`config.mk`:
```
export PLATFORM = sky130hd
export DESIGN_NAME = serdesphy_ana_pll_lock_detector
export DESIGN_NICKNAME = d
export VERILOG_FILES = /design/src/rtl/serdesphy_pll_pkg.sv /design/src/rtl/serdesphy_sync_2ff.sv /design/src/rtl/serdesphy_ana_pll_lock_detector.sv
export SDC_FILE = /design/constraint.sdc
export NUM_CORES = 1
export LEC_CHECK = 0
export BUFFER_PORTS_ARGS = -buffer_cell sky130_fd_sc_hd__buf_2
export CAP_MARGIN = 20
export CELL_PAD_IN_SITES_DETAIL_PLACEMENT = 1
export CELL_PAD_IN_SITES_GLOBAL_PLACEMENT = 2
export CORE_MARGIN = 1
export CORE_UTILIZATION = 33
export DETAILED_ROUTE_END_ITERATION = 16
export GPL_TIMING_DRIVEN = 0
export PLACE_DENSITY_LB_ADDON = 0.2
export SYNTH_ARGS = -nofsm -noshare
export SYNTH_HDL_FRONTEND = slang
export SYNTH_SLANG_ARGS = --single-unit
```
`constraint.sdc`:
```
create_clock -name clk_in -period 1.65 [get_ports clk_in]
set_input_delay 0.4125 -clock clk_in [delete_from_list [all_inputs] [get_ports clk_in]]
set_output_delay 0.4125 -clock clk_in [all_outputs]
set_load 0.01 [all_outputs]
```
`src/rtl/serdesphy_pll_pkg.sv`:
```
// Shared PLL definitions: lock-detector state encoding and the default
// ratios used by both the lock detector and the feedback divider.
package serdesphy_pll_pkg;

  typedef enum logic [1:0] {
    ST_IDLE    = 2'd0,
    ST_ARM     = 2'd1,
    ST_ACQUIRE = 2'd2,
    ST_LOCKED  = 2'd3
  } lock_state_e;

  localparam int unsigned PLL_DIV_RATIO      = 10;
  localparam int unsigned PLL_EXPECTED_COUNT = PLL_DIV_RATIO;
  localparam int unsigned PLL_TOLERANCE      = 1;
  localparam int unsigned PLL_LOCK_CYCLES    = 16;
  localparam int unsigned PLL_UNLOCK_CYCLES  = 4;
  localparam int unsigned PLL_CNT_W          = 6;

endpackage

```
`src/rtl/serdesphy_sync_2ff.sv`:
```
// Two-flop synchronizer for asynchronous single- or multi-bit level inputs.
module serdesphy_sync_2ff #(
  parameter int unsigned WIDTH = 1
) (
  input  logic             clk_in,
  input  logic             rst_n,
  input  logic [WIDTH-1:0] d,
  output logic [WIDTH-1:0] q
);

  logic [WIDTH-1:0] s1;

  // NOTE: non-blocking assignments keep s1 -> q a genuine two-stage pipeline.
  always_ff @(posedge clk_in or negedge rst_n) begin
    if (!rst_n) begin
      s1 <= '0;
      q  <= '0;
    end else begin
      s1 <= d;
      q  <= s1;
    end
  end

endmodule

```
`src/rtl/serdesphy_ana_pll_lock_detector.sv`:
```
// PLL frequency lock detector: counts VCO cycles per reference period and
// tracks lock with hysteresis (LOCK_CYCLES good in, UNLOCK_CYCLES bad out).
module serdesphy_ana_pll_lock_detector
  import serdesphy_pll_pkg::*;
#(
  parameter int unsigned EXPECTED_COUNT = PLL_EXPECTED_COUNT,
  parameter int unsigned TOLERANCE      = PLL_TOLERANCE,
  parameter int unsigned LOCK_CYCLES    = PLL_LOCK_CYCLES,
  parameter int unsigned UNLOCK_CYCLES  = PLL_UNLOCK_CYCLES,
  parameter int unsigned CNT_W          = PLL_CNT_W
) (
  input  logic             clk_in,
  input  logic             rst_n,
  input  logic             enable,
  input  logic             ref_clk,
  output logic             locked,
  output logic             lock_lost,
  output logic             meas_valid,
  output logic [CNT_W-1:0] period_count
);

  localparam int unsigned GOOD_W = $clog2(LOCK_CYCLES + 1);
  localparam int unsigned BAD_W  = $clog2(UNLOCK_CYCLES + 1);

  localparam logic [CNT_W-1:0] CNT_MAX = '1;
  localparam logic [CNT_W-1:0] CNT_ONE = CNT_W'(1);
  localparam logic [CNT_W-1:0] WIN_HI  = CNT_W'(EXPECTED_COUNT + TOLERANCE);
  // Lower bound clamps at zero so the window test stays purely unsigned.
  localparam logic [CNT_W-1:0] WIN_LO  = (EXPECTED_COUNT > TOLERANCE) ?
                                         CNT_W'(EXPECTED_COUNT - TOLERANCE) : '0;

  lock_state_e      state_q, state_d;
  logic [CNT_W-1:0] cnt_q, cnt_d, cnt_run;
  logic [GOOD_W-1:0] good_q, good_d;
  logic [BAD_W-1:0]  bad_q, bad_d;
  logic             locked_d, lock_lost_d, meas_valid_d;
  logic [CNT_W-1:0] period_d;

  logic ref_s2, ref_s3, ref_edge;
  logic timeout, meas_good, ev_good, ev_bad;

  serdesphy_sync_2ff #(.WIDTH(1)) u_ref_sync (
    .clk_in (clk_in),
    .rst_n  (rst_n),
    .d      (ref_clk),
    .q      (ref_s2)
  );

  always_ff @(posedge clk_in or negedge rst_n) begin
    if (!rst_n) ref_s3 <= 1'b0;
    else        ref_s3 <= ref_s2;
  end

  assign ref_edge = ref_s2 & ~ref_s3;

  // A reference edge always takes priority over saturation: one event only.
  assign timeout   = (cnt_q == CNT_MAX) && !ref_edge;
  assign cnt_run   = (ref_edge || cnt_q == CNT_MAX) ? CNT_ONE : cnt_q + CNT_ONE;
  assign meas_good = (cnt_q >= WIN_LO) && (cnt_q <= WIN_HI);
  assign ev_good   = ref_edge && meas_good;
  assign ev_bad    = (ref_edge && !meas_good) || timeout;

  always_ff @(posedge clk_in or negedge rst_n) begin
    if (!rst_n) begin
      state_q      <= ST_IDLE;
      cnt_q        <= '0;
      good_q       <= '0;
      bad_q        <= '0;
      locked       <= 1'b0;
      lock_lost    <= 1'b0;
      meas_valid   <= 1'b0;
      period_count <= '0;
    end else begin
      state_q      <= state_d;
      cnt_q        <= cnt_d;
      good_q       <= good_d;
      bad_q        <= bad_d;
      locked       <= locked_d;
      lock_lost    <= lock_lost_d;
      meas_valid   <= meas_valid_d;
      period_count <= period_d;
    end
  end

  // NOTE: every target gets a default first so no latch is inferred.
  always_comb begin
    state_d      = state_q;
    cnt_d        = cnt_q;
    good_d       = good_q;
    bad_d        = bad_q;
    locked_d     = locked;
    lock_lost_d  = 1'b0;
    meas_valid_d = 1'b0;
    period_d     = period_count;

    if (!enable) begin
      state_d  = ST_IDLE;
      cnt_d    = '0;
      good_d   = '0;
      bad_d    = '0;
      locked_d = 1'b0;
      period_d = '0;
    end else begin
      unique case (state_q)
        ST_IDLE: begin
          state_d = ST_ARM;
        end

        // The arming edge only aligns the counter; it is never judged.
        ST_ARM: begin
          cnt_d = cnt_run;
          if (ref_edge) state_d = ST_ACQUIRE;
        end

        ST_ACQUIRE: begin
          cnt_d = cnt_run;
          if (ref_edge) begin
            meas_valid_d = 1'b1;
            period_d     = cnt_q;
          end
          if (ev_good) begin
            if (good_q == GOOD_W'(LOCK_CYCLES - 1)) begin
              state_d  = ST_LOCKED;
              good_d   = GOOD_W'(LOCK_CYCLES);
              bad_d    = '0;
              locked_d = 1'b1;
            end else begin
              good_d = good_q + GOOD_W'(1);
            end
          end else if (ev_bad) begin
            good_d = '0;
          end
        end

        ST_LOCKED: begin
          cnt_d = cnt_run;
          if (ref_edge) begin
            meas_valid_d = 1'b1;
            period_d     = cnt_q;
          end
          if (ev_bad) begin
            if (bad_q == BAD_W'(UNLOCK_CYCLES - 1)) begin
              state_d     = ST_ACQUIRE;
              bad_d       = BAD_W'(UNLOCK_CYCLES);
              good_d      = '0;
              locked_d    = 1'b0;
              lock_lost_d = 1'b1;
            end else begin
              bad_d = bad_q + BAD_W'(1);
            end
          end else if (ev_good) begin
            bad_d = '0;
          end
        end

        default: state_d = ST_IDLE;
      endcase
    end
  end

endmodule

```
==> metrics.txt, run 1 <==
Area contributors post-synth dfrtp_1 47%, ha_1 5.9%, nand2_1 4.6%, nand2b_1 3.4%, nor2b_1 3.4%; root buf cell clkbuf_8; number of global-route vias before repair 1,308; Synthesized Nets 160; post-route minimum period 1.69 ns; share of layout cells above drive strength 1 37.0%; Hold Crit Class primary input to asynchronous set/reset pin; status complete, but fails checks; final setup violation count 8; slack of the critical path -0.0382 ns; area leader, netlist dfrtp_1; DR vias/cell 5.29; drt first pass iters 3; die area 4740 sq um; Final Hold Fails 0; max cap viols 0; Slew @ Worst Pin 0.644 ns; Worst R2R Start good_q[0]; Final period util 102%; CTS Hold Bufs 0; Setup Skew 0.00157 ns; CP startpoint kind flip-flop; post-route ant nets 0; Cell Area, Synth 1480 sq um; CP Data Arrival Time 1.86 ns; fin cells 231; crit path from good_q[0]; largest net degree at the start of global routing 29; Initial Util 35.6%; Worst-Skew Late Latency 0.28 ns; register area share after synthesis 47.5%; Sum Neg Setup Slack -0.153 ns; Crit. End Element flip-flop; Core Area 4140 sq um; Global Route Usage Sum 18.0%; Total Power 1.31 mW; worst hold margin 0.144 ns; critical-path maximum fanout 5; Post-synth EDFFs 0; worst r2r dst bad_q[0]; CTS max path bufs 2; Cell Rows 23; DP Cell Count 211; failing checks negative setup slack; Clock Pin Slew Worst Setup and Hold Paths 0.10 ns; CP Class flip-flop to flip-flop; post-synthesis cell count 149; Synth Register Bits 28; DP Area 1600 sq um; Worst Setup EP bad_q[0]; reg2reg setup slack -0.04 ns; FMAX 0.592 GHz; CTS tree built; Unique masters post-synth 38; max-slew violations 0; top-count cell post-synth dfrtp_1; Design Area, Final 1930 sq um; drt wl/cell 15.8 um; P_leak 0.852 nW; Final nets 193; ys flop type dfrtp_1; H-tree level count 1; vias post-DR 1,222; gr ovfl total 0; IO Count 13; pre-CTS WS -0.244 ns; Post-synth top cells 28 x dfrtp_1, 18 x nand2_1, 8 x inv_1, 8 x nand2b_1, 8 x nor2b_1; Die W 68.9 um; syn avg cell area 9.90 sq um; synthesis-to-finish area growth 30.6%; RSZ-0062 raised after global routing true; initial antenna violation count 0; synth warn 0; Antenna Cells 0; async set-or-reset flop fraction in the synthesized netlist 100%; Rel. slew slack 57.1%; clock sink total 28; RePlAce Congestion 0.784; Final Core Density 46.5%; Crit path required time 1.82 ns; die height 68.9 um; final WL 3.65 mm; R2R cell count 7; PortBufs 12; Synth top area share 47.5%; CTS Buf Count 3; DR DRC count 0; first-pass GRT wire length 6.24 mm; Worst VDD drop 323 uV; Pwr per Cell Area 678 nW/um^2; DRT iter0 DRCs 5; dpl hpwl 2.46 mm
cell type report:
type,instances,area [sq um]
fill,476,2220
multi-input combinational,107,853
sequential,28,707
timing repair buffer,29,195
tap,50,62.6
clock buffer,4,55.1
inverter,8,30.0
buffer,5,23.8
timing repair:
action                     4_1_cts  5_1_grt
pin swaps                        9        8
setup endpoints to repair       15       11
setup buffers                   10        7
cloned                           0        0
resized for setup               24       12
cells in the final DEF, fill, tap and decap left out, types with 3 or more instances in the layout:
master	netlist	routed
dfrtp_1	28	23
nand2_1	18	18
buf_4	0	16
buf_2	3	13
nor2b_1	8	8
nand3_1	7	7
o21ai_1	7	7
nand2b_1	8	7
inv_1	8	6
dfrtp_2	0	5
and3_1	5	4
nor2_1	6	4
mux2i_1	4	4
ha_2	0	4
clkbuf_8	0	4
clkbuf_1	3	3
o21ai_0	3	3
a31oi_1	5	3
a21oi_1	3	3
where the power goes:
group	total [mW]	switching, mW	internal [mW]
clock network	0.435	0.221	0.214
registers	0.712	0.0132	0.699
logic	0.160	0.0946	0.0653
how the worst min path moves through the flow:
| stage | end | startpoint | cells past startpoint | slack [ns] |
|---|---|---|---|---|
| after floorplan | bad_q[0] | rst_n | 0 | 0.12 |
| after global placement | u_ref_sync.q | u_ref_sync.s1 | 0 | 0.33 |
| after detailed placement | u_ref_sync.q | u_ref_sync.s1 | 0 | 0.34 |
| after CTS | period_count[5] | rst_n | 1 | 0.17 |
| after global routing | period_count[5] | rst_n | 1 | 0.19 |
| final | period_count[5] | rst_n | 1 | 0.14 |
routing by layer:
metal	up-vias	part of all wire [%]	GRT usage (%)
li1	586	-	-
met1	621	47	23.2
met2	10	50	30.2
met3	5	1.4	1.97
met4	0	1.6	7.91
met5	-	0	0
flip-flops by register name, indices dropped and copies added (netlist names), 2 cells and up:
name,count
cnt_q,6
state_q,2
bad_q,3
good_q,5
period_count,6
critical path: stages (launching register included):
cell and delay, ns:
dfrtp_1 0.41, ha_2 0.21, and3_1 0.21, ha_4 0.20
nand4_1 0.13, mux2i_1 0.15, and2_4 0.19, o32ai_4 0.08
cells by family (layout without fill, tap and decap cells):
logic type | after synthesis | in the layout | synth area share (%)
and+or+nand+nor | 64 | 64 | 25.1
AOI/OAI and AO/OA | 32 | 32 | 14.9
DFF | 28 | 28 | 47.5
buffers and inverters | 14 | 46 | 3.82
adders and majority gates | 7 | 7 | 5.94
muxes | 4 | 4 | 2.71
(Power assumes the default switching activity.)
==> run 2: changes to the inputs <==
--- a/config.mk
+++ b/config.mk
@@ -14,6 +14,8 @@
 export DETAILED_ROUTE_END_ITERATION = 16
 export GPL_TIMING_DRIVEN = 0
 export PLACE_DENSITY_LB_ADDON = 0.2
+export REMOVE_ABC_BUFFERS = 1
+export SLEW_MARGIN = 20
 export SYNTH_ARGS = -nofsm -noshare
 export SYNTH_HDL_FRONTEND = slang
 export SYNTH_SLANG_ARGS = --single-unit
==> run 2 against run 1 <==
The run still ends with negative setup slack left. Setup slack gained 0.020 ns. Fmax grew 1.2%. Core utilization grew 1.2 points. Non-clock buffer count grew 3. Combinational power is essentially flat.
==> metrics.txt, run 2 (synthesis gave the netlist of run 1 again) <==
commonest non-fill, non-tap cells in the layout 25 x buf_4, 22 x dfrtp_1, 18 x nand2_1 (was 23 x dfrtp_1, 18 x nand2_1, 16 x buf_4); drt wl/cell 16.2 um (was 15.8 um); RePlAce Congestion 0.791 (was 0.784); CTS max path bufs 2 (unchanged); first-pass GRT wire length 5.71 mm (was 6.24 mm); vias post-DR 1,266 (was 1,222); Hold Crit Class primary input to asynchronous set/reset pin (unchanged); fin cells 234 (was 231); RSZ-0062 raised after global routing true (unchanged); Clock Power Share 38.6% (was 33.3%); CP Class flip-flop to flip-flop (unchanged); pre-CTS WS -0.260 ns (was -0.244 ns); Die W 68.9 um (unchanged); status complete, but fails checks (unchanged); max-slew violations 0 (unchanged); CTS Buf Count 3 (unchanged); DP Area 1570 sq um (was 1600 sq um); largest net degree at the start of global routing 29 (unchanged); max cap viols 0 (unchanged); initial antenna violation count 0 (unchanged); Setup Skew 0.00589 ns (was 0.00157 ns); DRT iter0 DRCs 45 (was 5); failing checks negative setup slack (unchanged); H-tree level count 1 (unchanged); Final Core Density 47.7% (was 46.5%); Top Registers cnt_q (6), period_count (6), good_q (5) (unchanged); Final Hold Fails 0 (unchanged); Clock Pin Slew Worst Setup and Hold Paths 0.10 ns (about the same); DR vias/cell 5.41 (was 5.29); Final nets 196 (was 193); Slew @ Worst Pin 0.656 ns (was 0.644 ns); Antenna Cells 0 (unchanged); Crit path required time 1.87 ns (was 1.82 ns); Design Area, Final 1980 sq um (was 1930 sq um); clock sink total 28 (unchanged); gr ovfl total 0 (unchanged); Pwr per Cell Area 728 nW/um^2 (was 678 nW/um^2); Worst-Skew Late Latency 0.29 ns (was 0.28 ns); Final period util 101% (was 102%); DP Cell Count 205 (was 211); Worst VDD drop 381 uV (was 323 uV); Fillers 484 (was 476); Global Route Usage Sum 16.3% (was 18.0%); commonest non-fill, non-tap cell in the layout buf_4 (was dfrtp_1); die area 4740 sq um (unchanged); synthesis-to-finish area growth 34.0% (was 30.6%); final setup violation count 2 (was 8); Seq pwr share 50.3% (was 54.5%); IO Count 13 (unchanged); post-route ant nets 0 (unchanged); final WL 3.79 mm (was 3.65 mm); P_sw 344 uW (was 329 uW); Core Area 4140 sq um (unchanged); slack of the critical path -0.0179 ns (was -0.0382 ns); Initial Util 35.6% (unchanged); die height 68.9 um (unchanged); dpl hpwl 2.29 mm (was 2.46 mm); sw frac 23.9% (was 25.1%); DR DRC count 0 (unchanged); Cell Rows 23 (unchanged); critical-path maximum fanout 4 (was 5); P_leak 0.895 nW (was 0.852 nW); post-route minimum period 1.67 ns (was 1.69 ns); Rel. slew slack 56.2% (was 57.1%); Total Power 1.44 mW (was 1.31 mW); Combinational Power Share 11.2% (was 12.2%); Crit. End Element flip-flop (unchanged); CP Data Arrival Time 1.89 ns (was 1.86 ns); PortBufs 12 (unchanged); root buf cell clkbuf_8 (unchanged); internal power 1.10 mW (was 978 uW); number of global-route vias before repair 1,180 (was 1,308); share of layout cells above drive strength 1 40.2% (was 37.0%); FMAX 0.600 GHz (was 0.592 GHz); CTS tree built (unchanged); CP startpoint kind flip-flop (unchanged); drt first pass iters 4 (was 3)
-- run 2: stage by stage --
| step | hold WS [ns] | setup TNS, ns |
|---|---|---|
| floorplan | 0.117 | 0 |
| global placement | 0.333 | -1.85 |
| detailed placement | 0.336 | -2.57 |
| CTS | 0.168 | -0.0649 |
| global route | 0.179 | -0.815 |
| finish | 0.140 | -0.0299 |
-- run 2: power groups by stage --
stage / Sequential [mW] / Combinational (mW) / Clock [mW]
after floorplan: 0.727 / 0.0606 / 0
after global placement: 0.733 / 0.0976 / 0
after detailed placement: 0.733 / 0.103 / 0
after CTS: 0.724 / 0.132 / 0.573
after global routing: 0.727 / 0.178 / 0.597
final: 0.724 / 0.161 / 0.555
-- run 2: per-layer routing --
metal	routed length, um	share of wire, %	track usage (%)
met1	1780	47	20.9
met4	30	0.79	3.06
met5	0	0	0
met2	1900	50	27.9
met3	84	2.2	3.95
-- run 2: worst paths after layout --
path	startpoint	cells past startpoint	slack [ns]	to
max	cnt_q[1]	7	-0.02	bad_q[1]
min	rst_n	1	0.14	period_count[4]
max reg2reg	cnt_q[1]	7	-0.02	bad_q[1]
min reg2reg	u_ref_sync.s1	0	0.36	u_ref_sync.q
max in group asynchronous	rst_n	1	1.04	cnt_q[3]
min in group clk_in	ref_clk	1	0.23	u_ref_sync.s1
-- run 2: worst max-delay path: stages, from the launching register on --
cell and delay, ns:
dfrtp_1 0.43, inv_2 0.07, ha_2 0.16, nand2b_4 0.16
and3_4 0.20, or3_4 0.35, nor2_1 0.10, o2bb2ai_1 0.11
-- run 2: cell type report --
| type | count | area, sq um | share of cell area [%] |
|---|---|---|---|
| clock inverters | 1 | 30.0 | 1.52 |
| clock buffers | 3 | 41.3 | 2.09 |
| repair buffers | 37 | 248 | 12.5 |
| inverters | 8 | 30.0 | 1.52 |
| multi-input cells | 107 | 857 | 43.4 |
| flip-flops and latches | 28 | 708 | 35.8 |
| well taps | 50 | 62.6 | 3.16 |
-- run 2: repair_timing --
action / 4_1_cts / 5_1_grt
buffers inserted: 10 / 15
setup endpoints to repair: 15 / 11
resized for setup: 20 / 13
cloned: 0 / 0
hold buffers: 0 / 0
pin swaps: 7 / 10
